### src/rtl/sys_defs.sv
// Shared definitions for the load buffer: widths, load packet and CDB result
// formats, load-buffer FSM states and the funct3 load-size encodings.
package sys_defs;

  localparam int XLEN      = 32;
  localparam int ROB_TAG_W = 5;
  localparam int LB_DEPTH  = 4;

  typedef enum logic [2:0] {
    LB_IDLE,
    LB_REQ,
    LB_WAIT,
    LB_BCAST,
    LB_DRAIN
  } LB_STATE;

  // funct3 encodings of the integer load instructions
  typedef enum logic [2:0] {
    MEM_LB  = 3'b000,
    MEM_LH  = 3'b001,
    MEM_LW  = 3'b010,
    MEM_LBU = 3'b100,
    MEM_LHU = 3'b101
  } MEM_SIZE;

  typedef struct packed {
    logic                 valid;
    logic [XLEN-1:0]      address;
    logic [ROB_TAG_W-1:0] rd_tag;
    MEM_SIZE              mem_size;
  } LB_PACKET;

  // What a queued entry keeps once accepted; valid is implied by occupancy.
  typedef struct packed {
    logic [XLEN-1:0]      address;
    logic [ROB_TAG_W-1:0] rd_tag;
    MEM_SIZE              mem_size;
  } LB_ENTRY;

  typedef struct packed {
    logic                 valid;
    logic [XLEN-1:0]      value;
    logic [ROB_TAG_W-1:0] rob_tag;
  } CDB_DATA;

endpackage

### src/rtl/load_data_align.sv
// Extracts the addressed byte/halfword from a 32-bit memory word and
// sign- or zero-extends it according to the load's funct3.
module load_data_align
  import sys_defs::*;
(
  input  logic [XLEN-1:0] word,
  input  logic [1:0]      address,
  input  MEM_SIZE         mem_size,
  output logic [XLEN-1:0] value
);

  logic [7:0]  byte_sel;
  logic [15:0] half_sel;

  always_comb begin
    byte_sel = word[{address, 3'b000} +: 8];
    half_sel = address[1] ? word[31:16] : word[15:0];
    case (mem_size)
      MEM_LB:  value = {{24{byte_sel[7]}}, byte_sel};
      MEM_LBU: value = {24'h0, byte_sel};
      MEM_LH:  value = {{16{half_sel[15]}}, half_sel};
      MEM_LHU: value = {16'h0, half_sel};
      default: value = word;
    endcase
  end

endmodule

### src/rtl/load_buffer.sv
// In-order load buffer: queues address-calculated loads in a circular FIFO and
// runs one memory read at a time for the head entry, broadcasting on the CDB.
module load_buffer
  import sys_defs::*;
#(
  parameter int LB_DEPTH = sys_defs::LB_DEPTH
) (
  input  logic            clk,
  input  logic            rst_n,
  input  LB_PACKET        lb_packet_in,
  input  logic            squash,
  output logic            lb_full,
  output logic            mem_req_valid,
  output logic [XLEN-1:0] mem_req_addr,
  input  logic            mem_req_ready,
  input  logic            mem_resp_valid,
  input  logic [XLEN-1:0] mem_resp_data,
  output CDB_DATA         cdb_out,
  input  logic            cdb_grant
);

  localparam int PTR_W = $clog2(LB_DEPTH);

  LB_ENTRY          entries [LB_DEPTH];
  logic [PTR_W-1:0] head, tail;
  logic [PTR_W:0]   count, count_next;
  LB_STATE          state, state_next;
  logic [XLEN-1:0]  result, aligned;
  logic             push, pop;
  LB_ENTRY          head_entry;

  assign head_entry = entries[head];
  assign lb_full    = (count == (PTR_W+1)'(LB_DEPTH));
  assign push       = lb_packet_in.valid & ~lb_full & ~squash;
  assign pop        = (state == LB_BCAST) & cdb_grant & ~squash;

  always_comb begin
    count_next = count;
    if (push && !pop)      count_next = count + 1'b1;
    else if (pop && !push) count_next = count - 1'b1;
  end

  // NOTE: the entry array has no reset; occupancy is tracked by count/head/tail,
  // so stale contents are never observed and the RAM stays reset-free.
  always_ff @(posedge clk) begin
    if (push) entries[tail] <= '{address:  lb_packet_in.address,
                                 rd_tag:   lb_packet_in.rd_tag,
                                 mem_size: lb_packet_in.mem_size};
  end

  // NOTE: sequential state uses non-blocking assignments only, so every
  // register samples pre-edge values regardless of block ordering.
  always_ff @(posedge clk or negedge rst_n) begin
    if (!rst_n) begin
      state <= LB_IDLE;
      head  <= '0;
      tail  <= '0;
      count <= '0;
    end else begin
      state <= state_next;
      if (squash) begin
        head  <= '0;
        tail  <= '0;
        count <= '0;
      end else begin
        if (push) tail <= tail + 1'b1;
        if (pop)  head <= head + 1'b1;
        count <= count_next;
      end
    end
  end

  load_data_align u_align (
    .word     (mem_resp_data),
    .address  (head_entry.address[1:0]),
    .mem_size (head_entry.mem_size),
    .value    (aligned)
  );

  always_ff @(posedge clk or negedge rst_n) begin
    if (!rst_n)                                    result <= '0;
    else if (state == LB_WAIT && mem_resp_valid)   result <= aligned;
  end

  // NOTE: every combinational output gets a default first so no path infers a latch.
  always_comb begin
    state_next = state;
    case (state)
      LB_IDLE:  if (push || count != '0) state_next = LB_REQ;
      LB_REQ:   if (mem_req_ready)       state_next = LB_WAIT;
      LB_WAIT:  if (mem_resp_valid)      state_next = LB_BCAST;
      LB_BCAST: if (cdb_grant)           state_next = (count_next != '0) ? LB_REQ : LB_IDLE;
      LB_DRAIN: if (mem_resp_valid)      state_next = (count_next != '0) ? LB_REQ : LB_IDLE;
      default:                           state_next = LB_IDLE;
    endcase
    // A response still owed by memory must be swallowed before restarting.
    if (squash) begin
      if ((state == LB_WAIT || state == LB_DRAIN) && !mem_resp_valid) state_next = LB_DRAIN;
      else                                                            state_next = LB_IDLE;
    end
  end

  always_comb begin
    mem_req_valid = 1'b0;
    mem_req_addr  = '0;
    cdb_out       = '0;
    if (state == LB_REQ) begin
      mem_req_valid = 1'b1;
      mem_req_addr  = head_entry.address;
    end
    if (state == LB_BCAST) begin
      cdb_out.valid   = 1'b1;
      cdb_out.value   = result;
      cdb_out.rob_tag = head_entry.rd_tag;
    end
  end

endmodule

### config.mk
export PLATFORM = sky130hd
export DESIGN_NAME = load_buffer
export DESIGN_NICKNAME = d
export VERILOG_FILES = /design/src/rtl/sys_defs.sv /design/src/rtl/load_data_align.sv /design/src/rtl/load_buffer.sv
export SDC_FILE = /design/constraint.sdc
export NUM_CORES = 1
export LEC_CHECK = 0
export ABC_AREA = 1
export ABC_CLOCK_PERIOD_IN_PS = 8000
export CAP_MARGIN = 10
export CORE_AREA = 4 4 147 121
export DETAILED_ROUTE_END_ITERATION = 10
export DIE_AREA = 0 0 151 125
export PLACE_DENSITY = 0.95
export SLEW_MARGIN = 25
export SYNTH_ARGS = -nofsm -noshare
export SYNTH_HDL_FRONTEND = slang
export SYNTH_SLANG_ARGS = --single-unit
### constraint.sdc
create_clock -name clk -period 8 [get_ports clk]
set_clock_uncertainty 0.1 [all_clocks]
set_input_delay 1.6 -clock clk [delete_from_list [all_inputs] [get_ports clk]]
set_output_delay 1.6 -clock clk [all_outputs]
set_load 0.005 [all_outputs]
==> results of run 1 <==
==> final cells by class <==
class | count | area (um^2) | share of cell area, %
flip-flops and latches | 202 | 5858 | 50.49
multi-input cells | 596 | 2784 | 23.99
repair buffers | 158 | 1559 | 13.44
clock buffers | 24 | 536.8 | 4.626
inverters | 107 | 402.9 | 3.472
well taps | 220 | 275.3 | 2.372
clock inverters | 11 | 185.2 | 1.596
diodes | 1 | 2.502 | 0.02157
==> routing by layer <==
metal / up-vias / share of wire (%) / GRT usage [%] / wire length [um]
met5: - / 0 / 0 / 0
met3: 46 / 8.0 / 4.595 / 1803
li1: 3395 / - / - / -
met2: 322 / 48 / 37.45 / 10910
met4: 0 / 2.6 / 7.409 / 578
met1: 3355 / 41 / 33.14 / 9238
==> worst reg2reg max path: stages (launching register included) <==
cell      delay [ns]
dfrtp_2         0.93
clkinv_2        0.85
nand3_1         0.36
nand2_2         0.38
inv_2           0.40
nor2_4          0.09
nand3b_4        0.18
nand3b_1        0.14
nand2_1         0.09
inv_1           0.04
==> stage by stage <==
stage | hold slack [ns] | setup slack (ns) | cells | cell area, um^2 | util, %
floorplan | 0.3488 | 3.834 | 955 | 9261 | -
global placement | 0.3643 | 3.321 | 1283 | 10880 | 66.77
detailed placement | 0.3660 | 3.305 | 1283 | 10880 | 66.77
CTS | 0.3839 | 2.746 | 1318 | 11600 | 71.20
global route | 0.4010 | 2.535 | 1319 | 11600 | 71.23
finish | 0.3840 | 2.742 | 1319 | 11600 | 71.23
==> cell usage after synthesis (all sizes together) <==
cell type,count
nor2,200
nand2,170
edfxtp,160
o21ai,116
inv,106
a21oi,42
dfrtp,42
clkbuf,30
nand3,29
buf,20
nand3b,18
nand4,9
ha,7
xnor2,2
and3,1
clkinv,1
o211ai,1
o22ai,1
==> state kept, by name, indices dropped and copies added, names as in the netlist <==
signal,cells
count,3
result,32
tail,2
entries,160
head,2
state,3
==> kinds of logic after synthesis <==
kind of cell	synth area share, %
compound gates	8.768
buf+inv	7.093
xor+xnor	0.1892
simple gates	19.78
fa+ha+maj	0.9456
flops	63.23
==> final timing paths <==
check	from	end	slack, ns	depth (start not counted)
min	result[8]	result[8]	0.38	2
min in group asynchronous	rst_n	result[0]	0.99	1
max	head[1]	mem_req_addr[29]	2.74	5
max reg2reg	head[1]	result[24]	4.34	9
min reg2reg	result[8]	result[8]	0.38	2
max in group asynchronous	rst_n	head[0]	6.40	1
==> where the power goes <==
group          internal [mW]  total (mW)  switching (mW)
logic                  0.249       0.589           0.341
registers               1.24        1.28          0.0403
clock network          0.641        1.02           0.380
==> cell usage in the layout, fill, tap and decap left out, drive strengths merged <==
master / Yosys / layout
nor2: 200 / 200
o211ai: 1 / 1
ha: 7 / 7
buf: 20 / 9
dfrtp: 42 / 42
clkinvlp: 0 / 1
o22ai: 1 / 1
nand3: 29 / 29
diode: 0 / 1
o21ai: 116 / 116
xnor2: 2 / 2
clkdlybuf4s50: 0 / 149
nand4: 9 / 9
and3: 1 / 1
bufinv: 0 / 5
clkinv: 1 / 7
edfxtp: 160 / 160
a21oi: 42 / 42
inv: 106 / 105
clkbuf: 30 / 24
nand2: 170 / 170
nand3b: 18 / 18
==> metrics.yaml, run 1 <==
clock-sinks: 202
status: "finished clean"
portBuffers: 150
cts_tree: "yes"
powerDensity_nw_per_um2: 249.0
wirelength_mm: 22.53
min_path_type: "register to register"
first_pass_iters: 5
avgSynthCellArea_um2: 9.698
timing.critical_path.to_type: "primary output"
worstPathMaxFanout: 43
htreeDepth: 1
antenna_found_initial: 1
hpwl_mm: 14.19
worst_pin_slew_ns: 0.9479
ant_nets: 0
num_vias: 7118
ios: 151
final-setup-viol-count: 0
startpoint_type: "register"
worstSetupPathType: "register to primary output"
place_congestion: 0.8922
syn-cell-area_um2: 9261
grt_max_degree: 82
crit_buf_inv: 2
fillerInstances: 1123
cts_buffers: 20
grt_setup_unrepaired: "no"
report.final.hold_viol_count: 0
first_iter_violations: 729
synthTopCellsByArea: "edfxtp_1, dfrtp_1, nor2_1"
grt_overflow: 0
max_freq_mhz: 190.2
grt_pass1_vias: 6907
clk_pin_slew_worst_paths_ns: 0.06
drc: 0
coreArea_um2: 16290
wl_per_cell_um: 17.08
syn_nets: 1041
drive_gt1_share_pct: 6.375
cts_hold_buf: 0
postCtsSetupRepairBufs: 0
fp.dieW_um: 151
p_total_mw: 2.889
ys_seq_area_share_pct: 63.23
yosys_warnings: 0
maxCapViolCount: 0
clk_path_buf_depth: 3
yosysTopAreaCellShare_pct: 51.88
period_minus_slack_ns: 5.258
vias_per_cell: 5.397
power_leakage_nw: 4.717
final_nets: 1171
arrival_ns: 3.56
syn_to_final_growth_pct: 25.29
rows: 42
cp_slowest_stage_delay_ns: 0.93
dieArea_um2: 18880
synth_top_cell_by_area: "edfxtp_1"
tns_ns: 0
track_usage_pct: 23.58
initial_core_util_pct: 56.85
synthCells: 955
ir_drop_uv: 198.1
worstPathCellList: "clkinv_2 > nor2_1 > o21ai_0 > a21oi_1 > clkdlybuf4s50_1"
grt_pass1_wl_mm: 35.61
cts_resized: 0
crit_slowest_cell: "dfrtp_2"
clk_latency_ns: 0.49
cts-root-buf: "clkbuf_16"
drv_slew: 0
synth.distinct_cells: 32
crit_required_ns: 6.30
die_h_um: 125
max_slew_margin_pct: 36.42
fin_crit_sh_pct: 65.72
cp_top_family: "buffers and inverters"
synth-seq-cells: 202
(Power assumes the default switching activity.)
==> run 2: changes to the inputs <==
ABC_CLOCK_PERIOD_IN_PS = 4300   (was 8000)
CORE_AREA = 4 4 159 130   (was 4 4 147 121)
DIE_AREA = 0 0 163 134   (was 0 0 151 125)
PLACE_DENSITY = 0.89   (was 0.95)
clock period = 4.3 ns   (was 8 ns; I/O delays follow)
==> metrics.yaml, run 2 (synthesis gave the netlist of run 1 again) <==
status: "finished clean"
cts_hold_buf: 0
initial_core_util_pct: 48.96
powerDensity_nw_per_um2: 457.3
p_total_mw: 5.348
maxCapViolCount: 0
cts_resized: 0
max_slew_margin_pct: 33.99
die_h_um: 134
grt_pass1_wl_mm: 36.10
antenna_found_initial: 0
grt_setup_unrepaired: "no"
ios: 151
cts-root-buf: "clkbuf_16"
largest_reg_flops: 160
postCtsSetupRepairBufs: 0
track_usage_pct: 20.45
diodes: 0
drive_gt1_share_pct: 6.968
final_nets: 1177
crit_required_ns: 3.34
wl_per_cell_um: 16.89
first_iter_violations: 676
wirelength_mm: 23.02
tns_ns: 0
fin_crit_sh_pct: 90.66
fp.dieW_um: 163
largestRegisters: "entries: 160 flops, result: 32 flops"
clk_latency_ns: 0.50
dieArea_um2: 21840
grt_pass1_vias: 7014
htreeDepth: 1
vias_per_cell: 5.228
finalInstanceArea_um2: 11690
clk_path_buf_depth: 3
final_common_cell: "nor2_1"
first_pass_iters: 6
worst_pin_slew_ns: 0.9891
grt_overflow: 0
coreArea_um2: 18920
power_leakage_nw: 4.740
worstSetupPathType: "register to primary output"
timing.critical_path.to_type: "primary output"
ir_drop_uv: 301.7
rows: 45
multiInputGateArea_um2: 2789
grt_max_degree: 47
clock-sinks: 202
cts_tree: "yes"
layout_common_cells: "nor2_1, nand2_1, edfxtp_1, clkdlybuf4s50_1, o21ai_0"
largest_register: "entries"
portBuffers: 150
rr_worst_depth: 10
period_minus_slack_ns: 3.898
ant_nets: 0
report.final.hold_viol_count: 0
dpl_cell_area_um2: 10980
fillerInstances: 1489
startpoint_type: "register"
drv_slew: 0
hpwl_mm: 15.05
syn_to_final_growth_pct: 26.26
min_path_type: "input pin to async pin"
arrival_ns: 2.94
cts_buffers: 21
worstPathMaxFanout: 44
drc: 0
place_congestion: 0.9040
max_freq_mhz: 256.5
seq_area_um2: 5858
final-setup-viol-count: 0
num_vias: 7126
clk_pin_slew_worst_paths_ns: 0.07
run 2: cell count changes in the layout (fill, tap and decap cells not counted):
cell / change
buf_4: +4
clkbuf_1: -2
clkinv_1: +2
buf_12: +1
bufinv_16: -1
clkinvlp_4: +1
diode_2: -1
inv_1: +1
inv_6: +1
nand3_1: -1
nand3_2: +1
run 2: final timing paths:
kind / from / slack [ns] / to
setup / recovery: head[0] / 0.40 / cdb_out[2]
hold / removal: rst_n / 0.27 / result[11]
setup reg to reg: head[0] / 1.41 / result[4]
hold reg to reg: result[10] / 0.38 / result[10]
max in group asynchronous: rst_n / 3.39 / head[1]
min in group clk: result[10] / 0.38 / result[10]
run 2: cell type report:
cell class | count | share of cell area (%)
Sequential cell | 202 | 50.10
Multi-Input combinational cell | 596 | 23.85
Timing Repair Buffer | 163 | 13.76
Clock buffer | 22 | 4.526
Inverter | 107 | 3.445
Tap cell | 258 | 2.761
Clock inverter | 15 | 1.562
run 2: where the power goes:
group	leakage, nW	internal, mW	total [mW]	switching, mW
clock	0.343	1.14	1.86	0.729
sequential	1.95	2.31	2.38	0.0791
combinational	2.45	0.467	1.10	0.632
run 2: metrics by stage:
step	util [%]	hold WS [ns]	setup WS (ns)	std cells
floorplan	-	0.3488	0.8735	955
global placement	58.04	0.3633	0.9510	1326
detailed placement	58.04	0.3650	0.8319	1326
CTS	61.80	0.3827	0.3649	1363
global route	61.81	0.3028	0.2198	1363
finish	61.81	0.2703	0.4016	1363
run 2: metal layers:
metal	vias to the layer above	global-route usage [%]	wire [um]
met5	-	0	0
met4	0	5.869	577
met1	3398	27.77	9580
met2	278	34.65	11410
li1	3405	-	-
met3	45	2.857	1455
run 2: critical path, stage by stage (launching register included):
cell             delay, ns
dfrtp_2               0.78
buf_4                 0.52
nor2_1                0.11
nor2_1                0.13
o21ai_0               0.12
a21oi_1               0.22
clkdlybuf4s50_1       0.55
==> run 3: changes to the inputs <==
PLACE_DENSITY = 0.87   (was 0.89)
SYNTH_HIERARCHICAL = 1   (was not set)
==> metrics.yaml, run 3 <==
yosys_warnings: 6
power_leakage_nw: 4.416
syn_nets: 991
grt_setup_unrepaired: "no"
synthArstFlopShare_pct: 20.79
layout_common_cells: "nor2_1, edfxtp_1, clkdlybuf4s50_1, o21ai_0, nand2_1"
synth-simple-area-share_pct: 18.54
arrival_ns: 2.77
diodes: 0
synthTopCellsByCount: "nor2_1, edfxtp_1, o21ai_0"
synthFlopType: "edfxtp_1"
synth.distinct_cells: 36
ios: 151
tns_ns: 0
cts_resized: 0
ant_nets: 0
period_minus_slack_ns: 3.735
first_pass_iters: 5
synth_xor_area_share_pct: 0.09670
vias_per_cell: 5.252
clk_latency_ns: 0.50
max_freq_mhz: 267.8
track_usage_pct: 20.00
die_h_um: 134
wirelength_mm: 22.34
drc: 0
dieArea_um2: 21840
fin_cells: 1314
p_total_mw: 5.369
place_congestion: 0.9435
grt_overflow: 0
synth-seq-cells: 202
grt_pass1_wl_mm: 35.24
synth.area.mux_share_pct: 0
synth_top_family_by_area: "simple AND/OR/NAND/NOR gates"
synthTopCellsByArea: "edfxtp_1, dfrtp_1, nor2_1"
final_nets: 1127
htreeDepth: 1
final_common_cell: "nor2_1"
yosysTopAreaCellShare_pct: 53.05
num_vias: 6901
largest_register: "entries"
final-setup-viol-count: 0
synth_compound_area_share_pct: 9.849
clock-sinks: 202
first_iter_violations: 744
syn_to_final_growth_pct: 27.45
syn-cell-area_um2: 9057
synthCells: 905
status: "finished clean"
largestRegisters: "entries: 160 flops, result: 32 flops"
crit_slowest_cell: "clkdlybuf4s50_1"
synth_edf_count: 160
crit_required_ns: 3.34
antenna_found_initial: 1
fp.dieW_um: 163
post-place-cells: 1276
cts_tree: "yes"
cp_slowest_stage_delay_ns: 0.54
report.final.hold_viol_count: 0
coreArea_um2: 18920
ys_seq_area_share_pct: 64.65
cts_hold_buf: 0
postCtsSetupRepairBufs: 0
max_slew_margin_pct: 40.98
startpoint_type: "register"
synthMostInstantiatedCell: "nor2_1"
maxCapViolCount: 0
cts_buffers: 21
avgSynthCellArea_um2: 10.01
timing.critical_path.to_type: "primary output"
drive_gt1_share_pct: 7.197
cts-root-buf: "clkbuf_16"
ir_drop_uv: 270.7
worstPathMaxFanout: 18
powerDensity_nw_per_um2: 465.1
wl_per_cell_um: 17.00
fin_crit_sh_pct: 86.85
worst_pin_slew_ns: 0.8852
synth_adder_area_share_pct: 0.9670
largest_reg_flops: 160
grt_max_degree: 81
drv_slew: 0
rows: 45
clk_path_buf_depth: 3
initial_core_util_pct: 47.88
clk_pin_slew_worst_paths_ns: 0.07
worstSetupPathType: "register to primary output"
fin_hold_ws_ns: 0.2505
synth_top_cell_by_area: "edfxtp_1"
portBuffers: 150
worstPathCellList: "nor3_1 > inv_1 > buf_4 > a21oi_1 > clkdlybuf4s50_1"
fillerInstances: 1528
grt_pass1_vias: 6819
hpwl_mm: 14.53
min_path_type: "input pin to async pin"
[run 3: cell count changes after synthesis, sizes merged, moves of 6 or more]
cell,change
buf,+6
inv,-37
nand2,-51
nand3,+28
nand3b,-18
nand4,-7
nor2,+6
o21ai,+7
or2,+9
[run 3: layout make-up]
cell class / instances / area, um^2 / share of cell area, %
tap: 258 / 322.8 / 2.796
inverter: 70 / 265.3 / 2.298
sequential: 202 / 5857 / 50.74
clock buffer: 22 / 529.3 / 4.585
timing repair buffer: 164 / 1629 / 14.11
clock inverter: 16 / 231.5 / 2.005
multi-input combinational: 582 / 2709 / 23.47
[run 3: kinds of logic (layout without fill, tap and decap cells)]
group                    after synthesis  in the layout
AO/OA/AOI/OAI                        175            175
XOR/XNOR                               1              1
adder cells (fa/ha/maj)                7              7
buffers and inverters                121            272
flip-flops                           202            202
AND/OR/NAND/NOR                      399            399
[run 3: worst paths after layout]
path,start,end,slack (ns),cells past startpoint
max in group asynchronous,rst_n,head[0],3.43,1
worst min register to register,result[28],result[28],0.44,2
worst max register to register,head[0],result[9],1.12,10
worst max-delay path,state[1],mem_req_addr[19],0.57,5
min in group clk,result[28],result[28],0.44,2
worst min-delay path,rst_n,result[16],0.25,1
[run 3: through the flow]
step | util [%] | cell area, um^2 | setup slack [ns]
after floorplan | - | 9057 | 0.8576
after global placement | 56.98 | 10780 | 1.109
after detailed placement | 56.98 | 10780 | 1.070
after CTS | 61.01 | 11540 | 0.5277
after global routing | 61.02 | 11540 | 0.1982
final | 61.02 | 11540 | 0.5654
[run 3: critical path: cells and delay by family, from the launching register on]
kind                   cells  cell delay [ns]
buffers and inverters      3             1.28
AO/OA/AOI/OAI              1             0.19
AND/OR/NAND/NOR            1             0.36
flip-flops                 1             0.44
[run 3: report_power, final]
group	switching (mW)	total [mW]	internal, mW
sequential	0.0622	2.37	2.31
combinational	0.586	1.01	0.422
clock	0.735	1.99	1.25
[run 3: routing by layer]
metal	wire length, um	up-vias	track usage (%)
li1	-	3314	-
met1	9878	3301	28.14
met2	10460	245	32.12
met3	1473	39	3.932
met4	517	2	5.310
met5	8	-	0
